### config.mk
export PLATFORM = sky130hd
export DESIGN_NAME = operand_fifo
export DESIGN_NICKNAME = d
export VERILOG_FILES = /design/src/rtl/operand_pkg.sv /design/src/rtl/operand_fifo_mem.sv /design/src/rtl/operand_fifo.sv
export SDC_FILE = /design/constraint.sdc
export NUM_CORES = 1
export LEC_CHECK = 0
export CAP_MARGIN = 25
export CORE_ASPECT_RATIO = 0.8
export CORE_MARGIN = 3
export CORE_UTILIZATION = 60
export DETAILED_ROUTE_END_ITERATION = 12
export GPL_TIMING_DRIVEN = 0
export HOLD_SLACK_MARGIN = 0.15
export PLACE_DENSITY = 0.95
export SLEW_MARGIN = 40
export SYNTH_ARGS = -nofsm -noshare
export SYNTH_HDL_FRONTEND = slang
export SYNTH_SLANG_ARGS = --single-unit
### constraint.sdc
create_clock -name clk -period 5.9 [get_ports clk]
set_input_delay 1.18 -clock clk [delete_from_list [all_inputs] [get_ports clk]]
set_output_delay 1.18 -clock clk [all_outputs]
set_load 0.01 [all_outputs]
### src/rtl/operand_pkg.sv
// Operand pair types shared by the operand FIFO and the downstream compare stage.
package operand_pkg;

  localparam int OPERAND_WIDTH = 16;

  typedef struct packed {
    logic [OPERAND_WIDTH-1:0] a;
    logic [OPERAND_WIDTH-1:0] b;
  } operand_pair_t;

endpackage

### src/rtl/operand_fifo_mem.sv
// Operand pair storage: one synchronous write port, one asynchronous read port.
// Contents are deliberately not reset.
module operand_fifo_mem #(
  parameter int DATA_W = 32,
  parameter int DEPTH  = 4,
  localparam int AW    = $clog2(DEPTH)
) (
  input  logic              clk,
  input  logic              i_wr_en,
  input  logic [AW-1:0]     i_wr_addr,
  input  logic [DATA_W-1:0] i_wr_data,
  input  logic [AW-1:0]     i_rd_addr,
  output logic [DATA_W-1:0] o_rd_data
);

  logic [DATA_W-1:0] r_mem [DEPTH];

  always_ff @(posedge clk) begin
    if (i_wr_en) r_mem[i_wr_addr] <= i_wr_data;
  end

  assign o_rd_data = r_mem[i_rd_addr];

endmodule

### src/rtl/operand_fifo.sv
// Operand pair FIFO feeding the compare stage; pointers, occupancy, flush and drop logic.
// Build option OPERAND_FIFO_DROP_CNT_EN adds a saturating drop_cnt output.
module operand_fifo
  import operand_pkg::*;
#(
  parameter int WIDTH = OPERAND_WIDTH,
  parameter int DEPTH = 4
) (
  input  logic                   clk,
  input  logic                   rst_n,
  input  logic                   flush,
  input  logic                   in_valid,
  output logic                   in_ready,
  input  logic [WIDTH-1:0]       in_a,
  input  logic [WIDTH-1:0]       in_b,
  output logic                   out_valid,
  input  logic                   out_ready,
  output logic [WIDTH-1:0]       out_a,
  output logic [WIDTH-1:0]       out_b,
  output logic [$clog2(DEPTH):0] count
`ifdef OPERAND_FIFO_DROP_CNT_EN
  ,
  output logic [15:0]            drop_cnt
`endif
);

  localparam int AW = $clog2(DEPTH);
  localparam int CW = AW + 1;

  logic [AW-1:0]      r_wr_ptr;
  logic [AW-1:0]      r_rd_ptr;
  logic [CW-1:0]      r_count;
  logic [2*WIDTH-1:0] r_last;
  logic [2*WIDTH-1:0] w_head;
  logic [2*WIDTH-1:0] w_shown;
  logic               w_push;
  logic               w_pop;

  assign in_ready  = (r_count != CW'(DEPTH));
  assign out_valid = (r_count != '0);
  assign w_push    = in_valid && in_ready;
  assign w_pop     = out_valid && out_ready;

  operand_fifo_mem #(
    .DATA_W (2*WIDTH),
    .DEPTH  (DEPTH)
  ) u_mem (
    .clk       (clk),
    .i_wr_en   (w_push && !flush),
    .i_wr_addr (r_wr_ptr),
    .i_wr_data ({in_a, in_b}),
    .i_rd_addr (r_rd_ptr),
    .o_rd_data (w_head)
  );

  always_ff @(posedge clk or negedge rst_n) begin
    if (!rst_n) begin
      r_wr_ptr <= '0;
      r_rd_ptr <= '0;
      r_count  <= '0;
    end else if (flush) begin
      r_wr_ptr <= '0;
      r_rd_ptr <= '0;
      r_count  <= '0;
    end else begin
      if (w_push) r_wr_ptr <= r_wr_ptr + 1'b1;
      if (w_pop)  r_rd_ptr <= r_rd_ptr + 1'b1;
      case ({w_push, w_pop})
        2'b10:   r_count <= r_count + 1'b1;
        2'b01:   r_count <= r_count - 1'b1;
        default: r_count <= r_count;
      endcase
    end
  end

  // When empty the read slot is stale, so the outputs replay whatever was shown last.
  always_ff @(posedge clk or negedge rst_n) begin
    if (!rst_n) r_last <= '0;
    else        r_last <= w_shown;
  end

  assign w_shown = out_valid ? w_head : r_last;
  assign out_a   = w_shown[2*WIDTH-1:WIDTH];
  assign out_b   = w_shown[WIDTH-1:0];
  assign count   = r_count;

`ifdef OPERAND_FIFO_DROP_CNT_EN
  logic [15:0] r_drop_cnt;

  always_ff @(posedge clk or negedge rst_n) begin
    if (!rst_n)                                        r_drop_cnt <= '0;
    else if (flush)                                    r_drop_cnt <= '0;
    else if (in_valid && !in_ready && r_drop_cnt != 16'hFFFF) r_drop_cnt <= r_drop_cnt + 1'b1;
  end

  assign drop_cnt = r_drop_cnt;
`endif

endmodule
* Yosys cells after proc, flatten, opt, wreduce, memory -nomap -nowiden
Memories as Yosys holds them, arrays and structs flattened. Index checks and enable logic that the tools add are counted. Widths: inputs -> output; s select.
Word-level totals: flip-flop bits (word level) 39, latch bits 0, bits in writable memories 128, bits in read-only memories 0, input port bits 37, output and inout bits 37, logic and storage cells 29, memories kept 1
Operators by class: add/subtract/negate cells 4, multiply operators 0, div/mod/pow operators 0, order comparisons 0, eq/ne operators 3, shift operators 0, multiplexer cells 9, bitwise operators 0, reduce and logical (&&, ||, !) cells 8
Memory list:
- u_mem.r_mem | depth 4, width 32, read ports 1, clocked after Yosys merged registers in 0, wr ports 1, line operand_fifo_mem.sv:16 | logic [DATA_W-1:0] r_mem [DEPTH];
Operators with widths (count):
- $mux 32 | 1
- $mux 2 | 4
- $pmux 3 s2 | 1
- $reduce_bool 3->1 | 2
- $add 2x1->2 const B | 2
- $reduce_bool 2->1 | 2
- $add 3x1->3 const B | 1
- $logic_and 1x1->1 | 3
- $mux 3 | 1
- $ne 3x3->1 const B | 1
- $sub 3x1->3 const B | 1
- $eq 2x1->1 const B | 1
- $eq 2x2->1 const B | 1
- $mux 1 | 2
- $logic_not 1->1 | 1

* Depth between registers and ports, before layout
Gate-level depths: netlist of run 1.
depth after elaboration 5, depth in mapped cells 8, gate-level depth less buffers 7

* Modules after synthesis
A second synthesis of run 1 with hierarchy kept.
Unflattened totals: cell total of the unflattened synthesis 362, area, all modules 6367.4 um^2
By module, submodules not included:
- operand_fifo_mem | instances 1, cells each 171, area an instance 4689.5 um^2
- operand_fifo | instances 1, cells each 191, area an instance 1677.9 um^2

* Worst setup path before layout of run 1
OpenSTA, ideal clock, no wires.
kind input to register, from input port in_valid, to register r_count[2] (netlist: count[2]), library setup time 82 ps, data arrival time 2784 ps, slack 3034 ps, stages 8, buffers on the path 1, cell sequence buf_2 -> o21ai_0 -> nand2_1 -> nor2_1 -> fa_1 -> or4b_1 -> a21o_1 -> a31oi_1
On the way: cells in the longest elaborated chain, start to end 4, elaborated cells between the ends (all ways) 6
Ends and longest elaborated chain:
- from (decl) | line operand_fifo.sv:12 | input logic in_valid,
- $logic_and 1x1->1 (*) | line operand_fifo.sv:41 | assign w_push = in_valid && in_ready;
- $eq 2x1->1 / $eq 2x2->1 (equally long branches) | line operand_fifo.sv:68 | case ({w_push, w_pop})
- $pmux 3 s2 | line operand_fifo.sv:68
- $mux 3 | line operand_fifo.sv:61 | end else if (flush) begin
- to (signal assigned) | line operand_fifo.sv:69 | 2'b10: r_count <= r_count + 1'b1;
- to (signal assigned) | line operand_fifo.sv:70 | 2'b01: r_count <= r_count - 1'b1;
- to (signal assigned) | line operand_fifo.sv:71 | default: r_count <= r_count;
- to (decl) | line operand_fifo.sv:32 | logic [CW-1:0] r_count;
Mark *: on every way between the ends. The rest lies on a longest branch, timed or not. A chain may end at the register's enable or synchronous reset.

* Worst setup path after layout of run 1
from register r_count[0] (netlist: count[0]), to output port out_b[9]
On the way: cells in the longest elaborated chain, start to end 2
Ends and longest elaborated chain:
- $reduce_bool 3->1 | line operand_fifo.sv:40 | assign out_valid = (r_count != '0);
- $mux 32 | line operand_fifo.sv:82 | assign w_shown = out_valid ? w_head : r_last;
- to (decl) | line operand_fifo.sv:19 | output logic [WIDTH-1:0] out_b,
No other way between the ends.

==> impl_metrics.ini, run 1 <==
[worst_setup_path]
cp-startpoint = count[0]
slowest_delay_ns = 0.58
cp_max_fo = 10
startpoint_type = register
critical-path-top-delay-family = buffers and inverters
reg2reg_from = count[0]
crit_path_frequent_cell = nand2_1
path_cells = buf_6 -> nor3_4 -> clkbuf_1 -> nand2_1 -> nand2_1 -> clkdlybuf4s50_1
cp.depth = 6
slowest_stage = clkdlybuf4s50_1
required_ns = 4.72
cp-end-kind = primary output
path_buf_inv = 3
reg2reg_to = count[2]
cp.arrival_ns = 2.71
worstSetupPathType = register to primary output
cp-endpoint = out_b[9]
r2r_cells = 8
r2r_slack_ns = 2.89

[synth]
syn-num-nets = 410
synthCells = 368
ys.flop_type = edfxtp_1
synth.distinct_cells = 32
syn_area_mm2 = 0.006367
seq_area_frac_synth_pct = 75.69
synth.avg_cell_area_um2 = 17.30
synth_warnings = 0
synth_enable_flop_cells = 128
async_reset_ff_share_pct = 23.35
synth-seq-cells = 167

[layout]
final_cell_mix = edfxtp_1, nand2_1, clkdlybuf4s50_1
fillers = 531
n_antenna_cell = 0
final_common_cell = edfxtp_1
area_delta_synth_final_pct = 23.17
fin_nets = 502
drive_gt1_share_pct = 16.70

[sta]
slew_violations = 0
finalSetupViolCount = 0
fin_crit_sh_pct = 65.92
finClkSkew_ns = 0.009851
rsz0062_at_grt = false
relSlewSlack_pct = 61.34
worstMarginPinSlew_ns = 0.5799
layout_min_cycle_time_ns = 3.889
hold_ws_ns = 0.4728
clock.fmax_mhz = 257.1
hold_viol_final = 0
setup_tns_ns = 0

[die]
fp.dieW_um = 121.2
rows = 32
start_util_pct = 63.87
die_h_um = 98.14
ios = 74
core_area_mm2 = 0.009970
dieArea_mm2 = 0.01189

[placement]
dp.final_hpwl_mm = 7.917
gp_congestion = 0.7514
io_buffers = 73

[grt]
grt_max_degree = 40
grt_pass1_vias = 3846
grt-ovfl-total = 0
grt_pass1_wl_mm = 21.12
gr-usage-all-layers_pct = 24.52
antenna_found_initial = 1

[route]
routedWlPerCell_um = 22.44
vias = 3571
vias_per_cell = 5.864
wl_mm = 13.66
drtAntennaViolNets = 0
first_iter_violations = 280
firstDrtPassIters = 7
drcViolationCount = 0

[flow_run]
cap_violations = 0

[run_status]
outcome = complete, no violations

[clock_tree]
path_clk_slew_ns = 0.06
root_buffer = clkbuf_16
clock_latency_ns = 0.42
post_cts_resized = 0
cts.sinks = 167
cts_tree = built
cts_hold_buffers = 0
cts_buffers = 17
htreeDepth = 4
post_cts_buffers = 0
cts.path.max_buffers = 2

[pwr]
ir_drop_mv = 0.2904
power_per_cell_area_mw_per_mm2 = 425.2
p_leak_nw = 2.861
power_mw = 3.335

[min_path]
hold-path-cell-count = 2
min_path_type = register to register
-- tightest hold or removal path, cell delays in order (launching register included) --
cell and delay, ns:
dfrtp_1 0.33, nand2_1 0.04, nand2_1 0.07
-- synth_stat cells (2+ instances only) --
| cell type | number | area share, % |
|---|---|---|
| nor2_1 | 6 | 0.35 |
| edfxtp_1 | 128 | 60 |
| inv_1 | 4 | 0.24 |
| mux4_2 | 32 | 11 |
| nand2b_1 | 2 | 0.20 |
| nand3_1 | 4 | 0.31 |
| nand2_1 | 101 | 6.0 |
| ha_1 | 4 | 0.79 |
| clkbuf_1 | 7 | 0.41 |
| and2_1 | 4 | 0.39 |
| buf_4 | 4 | 0.47 |
| dfrtp_1 | 39 | 15 |
| xor2_1 | 3 | 0.41 |
| o21ai_0 | 2 | 0.16 |
| a31oi_1 | 2 | 0.20 |
| a21oi_1 | 5 | 0.39 |
| buf_2 | 6 | 0.47 |
-- final cells by class --
| type | count | area [um^2] | area share (%) |
|---|---|---|---|
| Buffer | 18 | 97.59 | 1.244 |
| Clock inverter | 11 | 126.4 | 1.611 |
| Tap cell | 136 | 170.2 | 2.170 |
| Inverter | 5 | 18.77 | 0.2393 |
| Multi-Input combinational cell | 178 | 1441 | 18.38 |
| Timing Repair Buffer | 73 | 728.2 | 9.285 |
| Sequential cell | 167 | 4820 | 61.45 |
| Clock buffer | 21 | 440.4 | 5.616 |
-- routing by layer --
metal,track usage [%],vias to the layer above,wire length [um]
li1,-,1541,-
met1,31.01,1818,5209
met2,40.14,178,7119
met3,8.049,32,994
met4,9.216,2,326
met5,0,-,13
-- metrics by stage --
stage / setup slack [ns] / utilization (%) / std cells / area [um^2]
2_1_floorplan: 3.034 / - / 368 / 6367
3_3_place_gp: 2.002 / 72.90 / 577 / 7268
3_5_place_dp: 2.222 / 72.98 / 577 / 7276
4_1_cts: 1.985 / 78.66 / 609 / 7843
5_1_grt: 1.840 / 78.66 / 609 / 7843
6_report: 2.011 / 78.66 / 609 / 7843
-- kinds of logic (layout without fill, tap and decap cells) --
kind of cell | Yosys count | count (layout) | synth area share, %
adders and majority gates | 5 | 5 | 1.100
xor gates and xnor gates | 4 | 4 | 0.5503
DFF | 167 | 167 | 75.69
buffers and inverters | 23 | 128 | 1.827
muxes | 32 | 32 | 11.32
and+or+nand+nor | 124 | 124 | 8.214
AOI/OAI and AO/OA | 13 | 13 | 1.297
-- power breakdown --
| group | switching, mW | total, mW | internal [mW] | leakage [nW] |
|---|---|---|---|---|
| registers | 0.0522 | 1.47 | 1.42 | 1.65 |
| logic | 0.419 | 0.802 | 0.383 | 0.949 |
| clock network | 0.440 | 1.06 | 0.624 | 0.264 |
-- flip-flops by register name (all words and copies together), names as in the netlist --
register,count
u_mem.r_mem,128
count,3
r_last,32
r_rd_ptr,2
r_wr_ptr,2
-- worst min-delay path by stage --
| stage | endpoint | start | slack (ns) |
|---|---|---|---|
| after floorplan | r_last[0] | r_last[0] | 0.50 |
| after global placement | r_last[14] | r_last[14] | 0.45 |
| after detailed placement | r_last[7] | r_last[7] | 0.45 |
| after CTS | r_last[16] | r_last[16] | 0.47 |
| after global routing | r_last[15] | r_last[15] | 0.50 |
| final | r_last[16] | r_last[16] | 0.47 |
Power figures use the tool's default switching activity.
==> run 2: changes to the inputs <==
--- a/config.mk
+++ b/config.mk
@@ -8,11 +8,11 @@
 export CAP_MARGIN = 25
 export CORE_ASPECT_RATIO = 0.8
 export CORE_MARGIN = 3
-export CORE_UTILIZATION = 60
+export CORE_UTILIZATION = 55
 export DETAILED_ROUTE_END_ITERATION = 12
 export GPL_TIMING_DRIVEN = 0
 export HOLD_SLACK_MARGIN = 0.15
-export PLACE_DENSITY = 0.95
+export PLACE_DENSITY = 0.9
 export SLEW_MARGIN = 40
 export SYNTH_ARGS = -nofsm -noshare
 export SYNTH_HDL_FRONTEND = slang
==> constraint.sdc (replaced) <==
create_clock -name clk -period 3.85 [get_ports clk]
set_input_delay 0.77 -clock clk [delete_from_list [all_inputs] [get_ports clk]]
set_output_delay 0.77 -clock clk [all_outputs]
set_load 0.01 [all_outputs]
==> run 2 against run 1 <==
Against the previous run:
- global-route usage shrank 3.4 points
- first-iteration DRC count fell by 14%
- routed wire length shrank 8.9%
- worst setup slack worse by 1.5 ns
- total power up 55%
- clock power up 61%
- clock skew up 0.0020 ns
- sequential power up 52%
- via count shrank 3.8%
==> impl_metrics.ini, run 2 (synthesis gave the netlist of run 1 again) <==
[worst_setup_path]
cp-end-kind = primary output
startpoint_type = register
r2r_cells = 8
path_cells = buf_6 -> nor3_4 -> clkbuf_1 -> nand2_1 -> nand2_1 -> clkdlybuf4s50_1
cp_max_fo = 10
cp.depth = 6
path_buf_inv = 3
reg2reg_from = count[0]
slowest_delay_ns = 0.54
reg2reg_to = count[2]
slowest_stage = clkdlybuf4s50_1
critical-path-top-delay-family = buffers and inverters
r2r_slack_ns = 0.89
worstSetupPathType = register to primary output
crit_path_frequent_cell = nand2_1
required_ns = 3.08
cp.arrival_ns = 2.62

[min_path]
min_path_type = primary input to async pin

[layout]
final_cell_mix = edfxtp_1, nand2_1, clkdlybuf4s50_1
fillers = 676
regMostFlops = u_mem.r_mem
area_delta_synth_final_pct = 23.86
fin_util_pct = 71.03
final_common_cell = edfxtp_1
fin_nets = 502
n_antenna_cell = 0
drive_gt1_share_pct = 17.34
largest_reg_flops = 128
multi_input_area_mm2 = 0.001441
fin_cells = 617
register_area_mm2 = 0.004820

[die]
ios = 74
die_h_um = 102.2
start_util_pct = 57.35
dieArea_mm2 = 0.01291
rows = 34
fp.dieW_um = 126.3
core_area_mm2 = 0.01110

[clock_tree]
root_buffer = clkbuf_16
cts_buffers = 17
clock_latency_ns = 0.42
cts_hold_buffers = 0
htreeDepth = 4
cts.sinks = 167
post_cts_buffers = 0
cts_tree = built
post_cts_resized = 0
cts.path.max_buffers = 2
path_clk_slew_ns = 0.06

[sta]
fin_crit_sh_pct = 87.94
finalSetupViolCount = 0
rsz0062_at_grt = false
hold_viol_final = 0
worstMarginPinSlew_ns = 0.5763
setup_tns_ns = 0
relSlewSlack_pct = 61.58
layout_min_cycle_time_ns = 3.386
slew_violations = 0
clock.fmax_mhz = 295.4
setup_ws_ns = 0.4645
finClkSkew_ns = 0.01183

[route]
drtAntennaViolNets = 0
first_iter_violations = 240
vias = 3436
firstDrtPassIters = 5
wl_mm = 12.44
vias_per_cell = 5.569
routedWlPerCell_um = 20.16
drcViolationCount = 0

[placement]
place_ws_ns = 0.5641
gp_congestion = 0.7871
io_buffers = 73
dpl.cell_count = 585
dp.final_hpwl_mm = 7.680

[grt]
grt_max_degree = 40
grt_pass1_vias = 3776
grt-ovfl-total = 0
antenna_found_initial = 0
grt_pass1_wl_mm = 20.05
gr-usage-all-layers_pct = 21.07

[pwr]
p_leak_nw = 2.889
power_per_cell_area_mw_per_mm2 = 653.5
ir_drop_mv = 0.3862

[run_status]
outcome = complete, no violations

[flow_run]
cap_violations = 0
==> run 2: cell type report <==
type	count	area share (%)
clock inverter	14	2.047
tap	144	2.285
clock buffer	18	5.569
buffer	18	1.238
sequential	167	61.11
timing repair buffer	73	9.234
multi-input combinational	178	18.28
inverter	5	0.2380
==> run 2: worst max path at each step <==
stage / from / to / slack, ns
after global routing: count[0] / out_a[3] / 0.28
after detailed placement: in_valid / count[2] / 0.56
after global placement: in_valid / u_mem.r_mem[2][18] / 0.34
after CTS: count[0] / out_a[3] / 0.42
final: count[0] / out_a[3] / 0.46
after floorplan: count[0] / count[2] / 1.28
==> run 2: worst register-to-register path: stages, from the launching register on <==
cell and delay (ns):
dfrtp_1 0.42, buf_6 0.16, nor3_4 0.33, clkbuf_1 0.44, nor2_1 0.15, fa_1 0.45
or4b_1 0.55, a21o_1 0.20, a31oi_1 0.17
==> run 2: routing by layer <==
layer,track usage [%],share of wire [%]
met4,7.832,1.3
met2,35.68,51
met5,0,0
met3,5.956,6.7
met1,26.60,41
==> run 2: power breakdown <==
group | total [mW] | internal, mW | switching [mW]
Sequential | 2.24 | 2.17 | 0.0735
Combinational | 1.20 | 0.587 | 0.612
Clock | 1.71 | 0.992 | 0.719
==> run 2: metrics by stage <==
stage               power (mW)  instance area [um^2]  hold WS (ns)
global route             5.388                  7886        0.3752
CTS                      5.201                  7886        0.3587
floorplan                2.873                  6367        0.4744
finish                   5.154                  7886        0.3352
global placement         3.428                  7278        0.4430
detailed placement       3.487                  7286        0.4544
==> run 3: changes to the inputs <==
--- a/config.mk
+++ b/config.mk
@@ -10,6 +10,7 @@
 export CORE_MARGIN = 3
 export CORE_UTILIZATION = 55
 export DETAILED_ROUTE_END_ITERATION = 12
+export GPL_ROUTABILITY_DRIVEN = 0
 export GPL_TIMING_DRIVEN = 0
 export HOLD_SLACK_MARGIN = 0.15
 export PLACE_DENSITY = 0.9
==> results of run 3 <==
Same layout as run 2: the final DEF is identical, and so are final timing and power.
